**src/rtl/tx_packet_framer_pkg.sv**
```systemverilog
// Shared PHY definitions: framer state encoding, 802.15.4 constants and the
// CRC-16/KERMIT byte step used by both the TX framer and the RX deframer.
package phy_pkg;

    localparam logic [7:0]  SFD_802154      = 8'hA7;
    localparam logic [15:0] CRC16_POLY_REFL = 16'h8408;
    localparam int unsigned MAX_PSDU        = 127;

    typedef enum logic [3:0] {
        S_IDLE      = 4'd0,
        S_RD_LEN    = 4'd1,
        S_WAIT_LEN  = 4'd2,
        S_CHECK     = 4'd3,
        S_DRAIN     = 4'd4,
        S_PREAMBLE  = 4'd5,
        S_SFD       = 4'd6,
        S_PHR       = 4'd7,
        S_FETCH     = 4'd8,
        S_WAIT_DATA = 4'd9,
        S_PAYLOAD   = 4'd10,
        S_FCS_LO    = 4'd11,
        S_FCS_HI    = 4'd12,
        S_DONE      = 4'd13
    } framer_state_t;

    // Reflected CRC-16 (poly 0x8408), one byte processed LSB first.
    function automatic logic [15:0] crc16_kermit_step(input logic [15:0] crc_in,
                                                      input logic [7:0]  data_in);
        logic [15:0] c;
        c = crc_in ^ {8'h00, data_in};
        for (int i = 0; i < 8; i++) begin
            if (c[0]) begin
                c = (c >> 1) ^ CRC16_POLY_REFL;
            end else begin
                c = c >> 1;
            end
        end
        return c;
    endfunction

endpackage

```
**src/rtl/tx_packet_framer_if.sv**
```systemverilog
// FIFO read side and PHY byte-stream side of the TX framer.
// master = framer, slave = FIFO/PHY environment.
interface tx_packet_framer_if;
    logic       fifo_len_rd;
    logic [7:0] fifo_len;
    logic       fifo_rd;
    logic [7:0] fifo_data;
    logic [7:0] phy_data;
    logic       phy_valid;
    logic       phy_ready;
    logic       phy_sof;
    logic       phy_eof;

    modport master (
        output fifo_len_rd, fifo_rd, phy_data, phy_valid, phy_sof, phy_eof,
        input  fifo_len, fifo_data, phy_ready
    );

    modport slave (
        input  fifo_len_rd, fifo_rd, phy_data, phy_valid, phy_sof, phy_eof,
        output fifo_len, fifo_data, phy_ready
    );
endinterface

```
**src/rtl/tx_packet_framer_crc.sv**
```systemverilog
// Combinational CRC-16/KERMIT next-state for one byte.
module crc16_kermit_byte
    import phy_pkg::*;
(
    input  logic [15:0] crc_in,
    input  logic [7:0]  data_in,
    output logic [15:0] crc_out
);

    // Next CRC after folding in one byte.
    always_comb begin
        crc_out = crc16_kermit_step(crc_in, data_in);
    end

endmodule

```
**src/rtl/tx_packet_framer.sv**
```systemverilog
// Drains one packet from the TX FIFO and emits preamble, SFD, PHR, payload
// and FCS as a valid/ready byte stream to the PHY modulator.
module tx_packet_framer
    import phy_pkg::*;
#(
    parameter int unsigned PREAMBLE_LEN = 4,
    parameter logic [7:0]  SFD_BYTE     = SFD_802154,
    parameter int unsigned MAX_PAYLOAD  = MAX_PSDU - 2
) (
    input  logic                      clk,
    input  logic                      reset_n,
    input  logic                      start,
    input  logic                      fifo_read_complete,
    tx_packet_framer_if.master        bus,
    output logic                      busy,
    output logic                      tx_done,
    output logic                      len_err
);

    localparam logic [7:0] MAX_LEN  = 8'(MAX_PAYLOAD);
    localparam logic [7:0] PRE_LAST = 8'(PREAMBLE_LEN - 1);

    framer_state_t state_r, state_n;
    logic [7:0]  len_r, len_n, rem_r, rem_n, pre_cnt_r, pre_cnt_n;
    logic [7:0]  data_r, data_n;
    logic [15:0] crc_r, crc_n, crc_next_s;
    logic        valid_r, valid_n, sof_r, sof_n, eof_r, eof_n;
    logic        len_rd_r, len_rd_n, rd_r, rd_n, gap_r, gap_n;
    logic        busy_r, busy_n, done_r, done_n, len_err_r, len_err_n;
    logic        start_d_r;
    logic        start_edge_s, xfer_s;
    logic [7:0]  phr_sum_s;
    logic        unused_read_complete_s;

    assign start_edge_s           = start & ~start_d_r;
    assign xfer_s                 = valid_r & bus.phy_ready;
    assign phr_sum_s              = len_r + 8'd2;
    assign unused_read_complete_s = fifo_read_complete;

    crc16_kermit_byte u_crc (
        .crc_in  (crc_r),
        .data_in (bus.fifo_data),
        .crc_out (crc_next_s)
    );

    // State register plus all registered outputs and counters.
    always_ff @(posedge clk or negedge reset_n) begin
        if (!reset_n) begin
            state_r   <= S_IDLE;
            len_r     <= 8'd0;
            rem_r     <= 8'd0;
            pre_cnt_r <= 8'd0;
            data_r    <= 8'd0;
            crc_r     <= 16'h0000;
            valid_r   <= 1'b0;
            sof_r     <= 1'b0;
            eof_r     <= 1'b0;
            len_rd_r  <= 1'b0;
            rd_r      <= 1'b0;
            gap_r     <= 1'b0;
            busy_r    <= 1'b0;
            done_r    <= 1'b0;
            len_err_r <= 1'b0;
            start_d_r <= 1'b0;
        end else begin
            state_r   <= state_n;
            len_r     <= len_n;
            rem_r     <= rem_n;
            pre_cnt_r <= pre_cnt_n;
            data_r    <= data_n;
            crc_r     <= crc_n;
            valid_r   <= valid_n;
            sof_r     <= sof_n;
            eof_r     <= eof_n;
            len_rd_r  <= len_rd_n;
            rd_r      <= rd_n;
            gap_r     <= gap_n;
            busy_r    <= busy_n;
            done_r    <= done_n;
            len_err_r <= len_err_n;
            start_d_r <= start;
        end
    end

    // Next-state and next-output logic; outputs are loaded on state entry.
    always_comb begin
        state_n   = state_r;
        len_n     = len_r;
        rem_n     = rem_r;
        pre_cnt_n = pre_cnt_r;
        data_n    = data_r;
        crc_n     = crc_r;
        valid_n   = valid_r;
        sof_n     = sof_r;
        eof_n     = eof_r;
        gap_n     = gap_r;
        len_rd_n  = 1'b0;
        rd_n      = 1'b0;
        done_n    = 1'b0;
        len_err_n = 1'b0;
        case (state_r)
            S_IDLE: begin
                if (start_edge_s) begin
                    state_n  = S_RD_LEN;
                    len_rd_n = 1'b1;
                end else begin
                    state_n = S_IDLE;
                end
            end
            S_RD_LEN: state_n = S_WAIT_LEN;
            S_WAIT_LEN: begin
                len_n   = bus.fifo_len;
                state_n = S_CHECK;
            end
            S_CHECK: begin
                rem_n = len_r;
                if ((len_r == 8'd0) || (len_r > MAX_LEN)) begin
                    len_err_n = 1'b1;
                    gap_n     = 1'b0;
                    state_n   = S_DRAIN;
                end else begin
                    pre_cnt_n = 8'd0;
                    data_n    = 8'h00;
                    valid_n   = 1'b1;
                    sof_n     = 1'b1;
                    state_n   = S_PREAMBLE;
                end
            end
            S_DRAIN: begin
                // Discard the bad packet, one read every other cycle.
                if (rem_r == 8'd0) begin
                    state_n = S_IDLE;
                end else if (!gap_r) begin
                    rd_n  = 1'b1;
                    rem_n = rem_r - 8'd1;
                    gap_n = 1'b1;
                end else begin
                    gap_n = 1'b0;
                end
            end
            S_PREAMBLE: begin
                if (xfer_s) begin
                    sof_n = 1'b0;
                    if (pre_cnt_r == PRE_LAST) begin
                        data_n  = SFD_BYTE;
                        state_n = S_SFD;
                    end else begin
                        data_n    = 8'h00;
                        pre_cnt_n = pre_cnt_r + 8'd1;
                    end
                end else begin
                    state_n = S_PREAMBLE;
                end
            end
            S_SFD: begin
                if (xfer_s) begin
                    data_n  = {1'b0, phr_sum_s[6:0]};
                    state_n = S_PHR;
                end else begin
                    state_n = S_SFD;
                end
            end
            S_PHR: begin
                if (xfer_s) begin
                    valid_n = 1'b0;
                    rd_n    = 1'b1;
                    state_n = S_FETCH;
                end else begin
                    state_n = S_PHR;
                end
            end
            S_FETCH: state_n = S_WAIT_DATA;
            S_WAIT_DATA: begin
                data_n  = bus.fifo_data;
                crc_n   = crc_next_s;
                valid_n = 1'b1;
                rem_n   = rem_r - 8'd1;
                state_n = S_PAYLOAD;
            end
            S_PAYLOAD: begin
                if (xfer_s) begin
                    if (rem_r != 8'd0) begin
                        valid_n = 1'b0;
                        rd_n    = 1'b1;
                        state_n = S_FETCH;
                    end else begin
                        data_n  = crc_r[7:0];
                        state_n = S_FCS_LO;
                    end
                end else begin
                    state_n = S_PAYLOAD;
                end
            end
            S_FCS_LO: begin
                if (xfer_s) begin
                    data_n  = crc_r[15:8];
                    eof_n   = 1'b1;
                    state_n = S_FCS_HI;
                end else begin
                    state_n = S_FCS_LO;
                end
            end
            S_FCS_HI: begin
                if (xfer_s) begin
                    valid_n = 1'b0;
                    eof_n   = 1'b0;
                    data_n  = 8'h00;
                    done_n  = 1'b1;
                    state_n = S_DONE;
                end else begin
                    state_n = S_FCS_HI;
                end
            end
            S_DONE: begin
                crc_n   = 16'h0000;
                state_n = S_IDLE;
            end
            default: begin
                valid_n = 1'b0;
                sof_n   = 1'b0;
                eof_n   = 1'b0;
                state_n = S_IDLE;
            end
        endcase
        busy_n = (state_n != S_IDLE);
    end

    assign bus.fifo_len_rd = len_rd_r;
    assign bus.fifo_rd     = rd_r;
    assign bus.phy_data    = data_r;
    assign bus.phy_valid   = valid_r;
    assign bus.phy_sof     = sof_r;
    assign bus.phy_eof     = eof_r;
    assign busy            = busy_r;
    assign tx_done         = done_r;
    assign len_err         = len_err_r;

endmodule
```
**src/flat_wrapper.sv**
```systemverilog
// flat-port wrapper written by rule: the top's interface ports become plain ports
module tx_packet_framer_flat import phy_pkg::*;
#(
    parameter int unsigned PREAMBLE_LEN = 4,
    parameter logic [7:0]  SFD_BYTE     = SFD_802154,
    parameter int unsigned MAX_PAYLOAD  = MAX_PSDU - 2
)
  (clk, reset_n, start, fifo_read_complete, busy, tx_done, len_err, bus_fifo_len_rd, bus_fifo_rd, bus_phy_data, bus_phy_valid, bus_phy_sof, bus_phy_eof, bus_fifo_len, bus_fifo_data, bus_phy_ready);
  tx_packet_framer_if bus_i ();
  input  logic clk;
  input  logic reset_n;
  input  logic start;
  input  logic fifo_read_complete;
  output logic busy;
  output logic tx_done;
  output logic len_err;
  output wire logic [$bits(bus_i.fifo_len_rd)-1:0] bus_fifo_len_rd;
  output wire logic [$bits(bus_i.fifo_rd)-1:0] bus_fifo_rd;
  output wire logic [$bits(bus_i.phy_data)-1:0] bus_phy_data;
  output wire logic [$bits(bus_i.phy_valid)-1:0] bus_phy_valid;
  output wire logic [$bits(bus_i.phy_sof)-1:0] bus_phy_sof;
  output wire logic [$bits(bus_i.phy_eof)-1:0] bus_phy_eof;
  input wire logic [$bits(bus_i.fifo_len)-1:0] bus_fifo_len;
  input wire logic [$bits(bus_i.fifo_data)-1:0] bus_fifo_data;
  input wire logic [$bits(bus_i.phy_ready)-1:0] bus_phy_ready;
  assign bus_fifo_len_rd = bus_i.fifo_len_rd;
  assign bus_fifo_rd = bus_i.fifo_rd;
  assign bus_phy_data = bus_i.phy_data;
  assign bus_phy_valid = bus_i.phy_valid;
  assign bus_phy_sof = bus_i.phy_sof;
  assign bus_phy_eof = bus_i.phy_eof;
  assign bus_i.fifo_len = bus_fifo_len;
  assign bus_i.fifo_data = bus_fifo_data;
  assign bus_i.phy_ready = bus_phy_ready;
  tx_packet_framer #(.PREAMBLE_LEN(PREAMBLE_LEN), .SFD_BYTE(SFD_BYTE), .MAX_PAYLOAD(MAX_PAYLOAD)) u_core (.clk(clk), .reset_n(reset_n), .start(start), .fifo_read_complete(fifo_read_complete), .bus(bus_i), .busy(busy), .tx_done(tx_done), .len_err(len_err));
endmodule
```
**config.mk**
```make
export PLATFORM = sky130hd
export DESIGN_NAME = tx_packet_framer_flat
export DESIGN_NICKNAME = d
export VERILOG_FILES = /design/src/rtl/tx_packet_framer_pkg.sv /design/src/rtl/tx_packet_framer_if.sv /design/src/rtl/tx_packet_framer_crc.sv /design/src/rtl/tx_packet_framer.sv /design/src/flat_wrapper.sv
export SDC_FILE = /design/constraint.sdc
export NUM_CORES = 1
export LEC_CHECK = 0
export CORE_AREA = 8 8 101 103
export DETAILED_ROUTE_END_ITERATION = 8
export DIE_AREA = 0 0 109 111
export SETUP_SLACK_MARGIN = 0.3
export SLEW_MARGIN = 20
export SYNTH_ARGS = -nofsm -noshare
export SYNTH_HDL_FRONTEND = slang
export SYNTH_SLANG_ARGS = --single-unit
```
**constraint.sdc**
```tcl
create_clock -name clk -period 2.2 [get_ports clk]
set_input_delay 0.44 -clock clk [delete_from_list [all_inputs] [get_ports clk]]
set_output_delay 0.44 -clock clk [all_outputs]
set_load 0.005 [all_outputs]
```
# [Yosys cells after proc, flatten, opt, wreduce, memory -nomap -nowiden]
# Index checks and enable logic that the tools add are counted.
[word_totals] output_inout_bits=16 input_bits=21 reg_bits=62
[op_classes] mux=58 n_addsub=3 n_reduce_logical=22 order_cmp=1 eq_ne=27 n_bitwise=15
[ops] cell="16-bit two-way mux" count=8
[ops] cell="8-bit two-way mux" count=12
[ops] cell="8-bit case mux with 7 select lines" count=1
[ops] cell="4-bit case mux with 13 select lines" count=1
[ops] cell="16-bit case mux with 2 select lines" count=1
[ops] cell="4-bit equality test, second input constant" count=6
[ops] cell="2-bit inverter with 3-bit output" count=8
[ops] cell="8-bit case mux with 3 select lines" count=1
[ops] cell="12-bit OR reduction" count=2
[ops] cell="1-bit two-way mux" count=21
[ops] cell="4-bit by 3-bit equality test with 1-bit output, second input constant" count=4
[ops] cell="8-bit logical NOT" count=2
[ops] cell="4-bit two-way mux" count=4
[ops] cell="2-bit by 1-bit inequality test with 1-bit output, second input constant" count=8
[ops] cell="8-bit case mux with 2 select lines" count=1
[ops] cell="16-bit by 8-bit bitwise XOR with 16-bit output" count=1
[ops] cell="3-bit AND reduction" count=4
[ops] cell="2-bit inequality test, second input constant" count=5
[ops] cell="1-bit case mux with 3 select lines" count=3
[ops] cell="9-bit OR reduction" count=1
[ops] cell="8-bit by 1-bit adder with 8-bit output, second input constant" count=1
[ops] cell="4-bit by 2-bit equality test with 1-bit output, second input constant" count=2
[ops] cell="8-bit by 2-bit equality test with 1-bit output, second input constant" count=1
[ops] cell="8-bit by 7-bit > comparator with 1-bit output, second input constant" count=1
[ops] cell="20 further kinds" count=27

# [Depth between registers and ports, before layout]
[logic_depth] ltp_word=18 mapped_depth=8

# [Hierarchy]
# Synthesis repeated with hierarchy kept, for this count alone.
[hier_totals] hier_cells=352 area_unflattened_um2=3688.5
[by_module_without_submodules] mod="tx_packet_framer" area_per_inst_um2=3308.2 seq_area_each_um2=1551.5 n_inst=1 cells_per_inst=327
[by_module_without_submodules] mod="crc16_kermit_byte" area_per_inst_um2=380.4 seq_area_each_um2=0.0 n_inst=1 cells_per_inst=25

# [Least setup slack after synthesis]
# Ideal clock, no wire load.
[synth_path] path_type="register to register" from="reg u_core.rem_r[0]" to="reg u_core.data_r[0], in the netlist u_core.bus.phy_data[0]" path_slack_ns=-0.030 synth_period_minus_slack_ns=2.230 t_arrival_ns=2.105 path_stages_with_launch=7 n_path_buf=0 cell_sequence="dfrtp_1 inv_1 ha_1 nor4b_2 a21oi_1 a2111oi_4 mux2_4"
[synth_via] elab_chain_cells=3
[synth_lines] item="start: declaration" line_no="tx_packet_framer.sv:24" source="logic [7:0] len_r, len_n, rem_r, rem_n, pre_cnt_r, pre_cnt_n;"
[synth_lines] item="start signal: assignment" line_no="tx_packet_framer.sv:68" source="rem_r <= rem_n;"
[synth_lines] item="8-bit nonzero test" line_no="tx_packet_framer.sv:182" source="if (rem_r != 8'd0) begin"
[synth_lines] item="2-bit inequality test (no line)"
[synth_lines] item="8-bit AND reduction (no line)"
[synth_lines] item="end signal: assignment" line_no="tx_packet_framer.sv:70" source="data_r <= data_n;"
[synth_lines] item="end: declaration" line_no="tx_packet_framer.sv:25" source="logic [7:0] data_r, data_n;"
# No other way between the ends.
# A chain may end at the register's enable or synchronous reset.

# [Worst setup path in the final report]
[layout_path] from="reg u_core.state_r[0]" to="reg u_core.busy_r, in the netlist u_core.busy"
[layout_via] word_cells_on_any_way=18
[layout_rtl] item="start: declaration" line_no="tx_packet_framer.sv:23" source="framer_state_t state_r, state_n;"
[layout_rtl] item="start signal: assignment" line_no="tx_packet_framer.sv:66" source="state_r <= state_n;"
[layout_rtl] item="4-bit equality test (tied with other cells)" line_no="tx_packet_framer.sv:101" source="case (state_r)"
[layout_rtl] item="4-bit case mux with 13 select lines (*)" line_no="tx_packet_framer.sv:101"
[layout_rtl] item="via u_core.state_n[1]" line_no="tx_packet_framer.sv:23"
[layout_rtl] item="4-bit nonzero test (*)" line_no="tx_packet_framer.sv:225" source="busy_n = (state_n != S_IDLE);"
[layout_rtl] item="via u_core.busy_n" line_no="tx_packet_framer.sv:29" source="logic busy_r, busy_n, done_r, done_n, len_err_r, len_err_n;"
[layout_rtl] item="end signal: assignment" line_no="tx_packet_framer.sv:78" source="busy_r <= busy_n;"
[layout_rtl] item="end: declaration" line_no="tx_packet_framer.sv:29"
# The timed path passes the listed nets; every way through them passes the cells marked *.

==> impl_metrics.csv <==
group,metric,value,unit
run_status,status,"finished, final reports clean",
floorplanning,die_h,111,µm
floorplanning,core_area,8551,µm²
synth,yosysUniqueCellTypes,65,
setup_path,rr_startpoint,"u_core.state_r[0]$_DFF_PN0_",
finish,final_design_area_no_fill,4910,µm²
synth,syn_inst,353,
clock_tree,clkTransAtPathRegs,0.07,ns
finish,nets,474,
setup_path,endpoint_kind,"flop",
synth,synth.area.top_cells,"dfrtp_1 (43%), mux2_2 (5.0%), xor2_1 (4.3%), a22o_1 (4.1%), xnor2_1 (3.9%)",
drt,routed_wl,9706,µm
synth,synth_fp_nets,377,
placement,portBuffers,35,
timing,skew,0.01231,ns
synth,ys.flop_type,"dfrtp_1",
pwr,power_density,1423,nW/µm²
finish,regArea,1559,µm²
setup_path,timing.rr.end,"u_core.busy$_DFF_PN0_",
placement,place_ws,-0.3405,ns
synth,synth.cell_area,3635,µm²
setup_path,critPathArrivalTime,2.35,ns
drt,wl_per_cell,17.24,µm
min_path,hp-class,"input pin to async pin",
drt,drt-met1-wl,4344,µm
timing,worstMarginPinSlew,0.4759,ns
global_routing,antenna_found_initial,0,
drt,firstDrtPassIters,4,
synth,synthArstFlopShare,100.0,%
timing,setup_viol,0,
timing,finalWorstSetupSlack,0.06619,ns
synth,yosysTopAreaCell,"dfrtp_1",
setup_path,regToRegSetupSlack,0.07,ns
timing,slew_headroom,68.27,%
clock_tree,cts_max_level,3,
synth,yosys_warnings,0,
finish,drive_gt1_share,32.97,%
timing,hold_violations,0,
pwr,p_leak,2.170,nW
drt,ant_nets,0,
setup_path,crit_path_start_kind,"flop",
setup_path,cp.required,2.42,ns
drt,via_per_inst,5.456,
finish,multiInputGateArea,2103,µm²
synth,synth_seq_cells,62,
floorplanning,top_level_ports,37,
finish,area_delta_synth_final,35.08,%
timing,min_period,2.134,ns
clock_tree,clk-insertion-delay-late,0.35,ns
global_routing,grt_max_degree,33,
drt,dr_wl_met2,4775,µm
setup_path,criticalPathCategory,"flop to flop",
timing,fin_tns_setup,0,ns
clock_tree,clock-root-buffer,"clkbuf_8",
drt,met3_length,466,µm
drt,vias,3072,
global_routing,grt-ovfl-total,0,
floorplanning,rows,34,
finish,fillCellCount,750,
synth,synth-edff-count,0,
placement,gp_congestion,0.8168,
synth,ys_seq_area_share,42.69,%
timing,holdWs,0.03920,ns
timing,final.period_utilization,96.99,%
floorplanning,dieArea,12100,µm²
clock_tree,clock-sinks,62,
finish,n_antenna_cell,0,
timing,slew_viol_final,0,
pwr,peakVddDrop,572.3,µV
drt,drc,0,
clock_tree,cts_tree,"built",
finish,final_util,57.42,%
floorplanning,dieWidth,109,µm
timing,max_freq,0.4686,GHz
finish,final_cells,563,
drt,drtIter0Drc,110,
synth,postSynthAreaPerCell,10.30,µm²
clock_tree,cts_hold_buf,0,
global_routing,grt_pass1_vias,3238,
setup_path,rr_worst_depth,7,
clock_tree,cts_buffers,9,
placement,dp_cells,533,
clock_tree,clockBufferDepth,2,
global_routing,grt_pass1_wl,16040,µm
placement,dp_hpwl,6911,µm
timing,rsz0062_at_grt,"true",
setup_path,worstPathMaxFanout,8,
synth,yosysTopAreaCellShare,42.69,%
drt,top_layer_used,"met4",
pwr,p_total,6.985,mW
placement,placed_cell_area,4496,µm²
global_routing,grt_use_total,16.74,%
floorplanning,start_util,42.51,%
job,maxCapViolations,0,
==> layout by cell type (no fill, tap or decap), types with 4 or more instances in the layout <==
cell type        synthesis  routed
xnor2_1                 16      16
nand2_1                 18      17
nand4_1                  5       5
a21oi_1                 17      16
clkbuf_8                 0       9
dfrtp_1                 62      56
nor3_1                   5       4
nand3_1                 13      12
nor2_1                  25      24
clkdlybuf4s50_1          0      33
mux2_2                  16      16
a22o_1                  17      17
dfrtp_2                  0       6
mux2i_1                  4       4
xor2_1                  18      17
o21ai_0                 19      18
nor4_1                   4       4
nand2b_1                 7       5
o22ai_1                  5       5
nor2b_1                  5       4
buf_4                    1      65
mux2_4                   8       8
a22oi_1                  6       6
==> sequential cells by signal, indices dropped and copies added (netlist names), 4 cells and up <==
name,cells
u_core.len_r,8
u_core.rem_r,8
u_core.crc_r,16
u_core.bus.phy_data,8
u_core.pre_cnt_r,8
u_core.state_r,4
==> Yosys cell counts (all sizes together) (4+ instances only) <==
| cell | instances |
|---|---|
| a22o | 17 |
| mux2i | 4 |
| xnor2 | 16 |
| a22oi | 6 |
| buf | 6 |
| o21ai | 19 |
| nor2b | 5 |
| mux2 | 24 |
| nor3 | 6 |
| nand2 | 18 |
| nand3 | 13 |
| inv | 5 |
| dfrtp | 62 |
| nor4 | 5 |
| nor2 | 25 |
| nor3b | 4 |
| clkbuf | 14 |
| nand4 | 5 |
| nand2b | 7 |
| xor2 | 18 |
| a21oi | 17 |
| and3 | 4 |
| o22ai | 5 |
==> kinds of logic after synthesis <==
group,Yosys count,synth area share (%)
XOR/XNOR,34,8.193
AND/OR/NAND/NOR,111,17.76
buffers and inverters,25,2.857
flip-flops,62,42.69
multiplexers,28,9.363
adder cells (fa/ha/maj),3,1.033
AO/OA/AOI/OAI,90,18.11
==> layout make-up <==
class / instances / area share [%]
Multi-Input combinational cell: 266 / 42.84
Sequential cell: 62 / 31.75
Timing Repair Buffer: 106 / 18.55
Clock buffer: 12 / 2.752
Tap cell: 108 / 2.752
Clock inverter: 4 / 0.9684
Inverter: 5 / 0.3823
==> worst max-delay path: stages, from the launching register on <==
cell     delay [ns]
dfrtp_2        0.41
buf_2          0.18
buf_4          0.17
nor2b_1        0.07
nand2_1        0.11
nor2_1         0.10
or4_1          0.44
or4_4          0.52
==> where the power goes <==
group	total [mW]	switching [mW]	internal [mW]
Combinational	3.95	1.79	2.16
Clock	0.975	0.454	0.521
Sequential	2.06	0.471	1.59
Total	6.99	2.72	4.27
==> metal layers <==
layer  track usage, %  vias up
met2            26.47       57
met4            5.297        0
met1            21.51     1512
met5                0        -
met3            4.419        8
li1                 -     1495
==> how the worst max path moves through the flow <==
stage	from	to	slack, ns
floorplan	u_core.len_r[3]$_DFFE_PN0P_	u_core.bus.phy_data[0]$_DFFE_PN0P_	0.06
global placement	bus_phy_ready	u_core.busy$_DFF_PN0_	-0.31
detailed placement	bus_phy_ready	u_core.busy$_DFF_PN0_	-0.34
CTS	u_core.rem_r[1]$_DFFE_PN0P_	u_core.busy$_DFF_PN0_	0.06
global route	u_core.rem_r[0]$_DFFE_PN0P_	u_core.busy$_DFF_PN0_	-0.02
finish	u_core.state_r[0]$_DFF_PN0_	u_core.busy$_DFF_PN0_	0.07
==> repair_timing <==
item / CTS / global route
pin swaps: 1 / 5
gates resized for setup: 21 / 14
endpoints found under the hold margin: 0 / 0
endpoints found under the setup margin: 18 / 28
setup buffers: 14 / 0
gates cloned: 0 / 0
(Power assumes the default switching activity.)
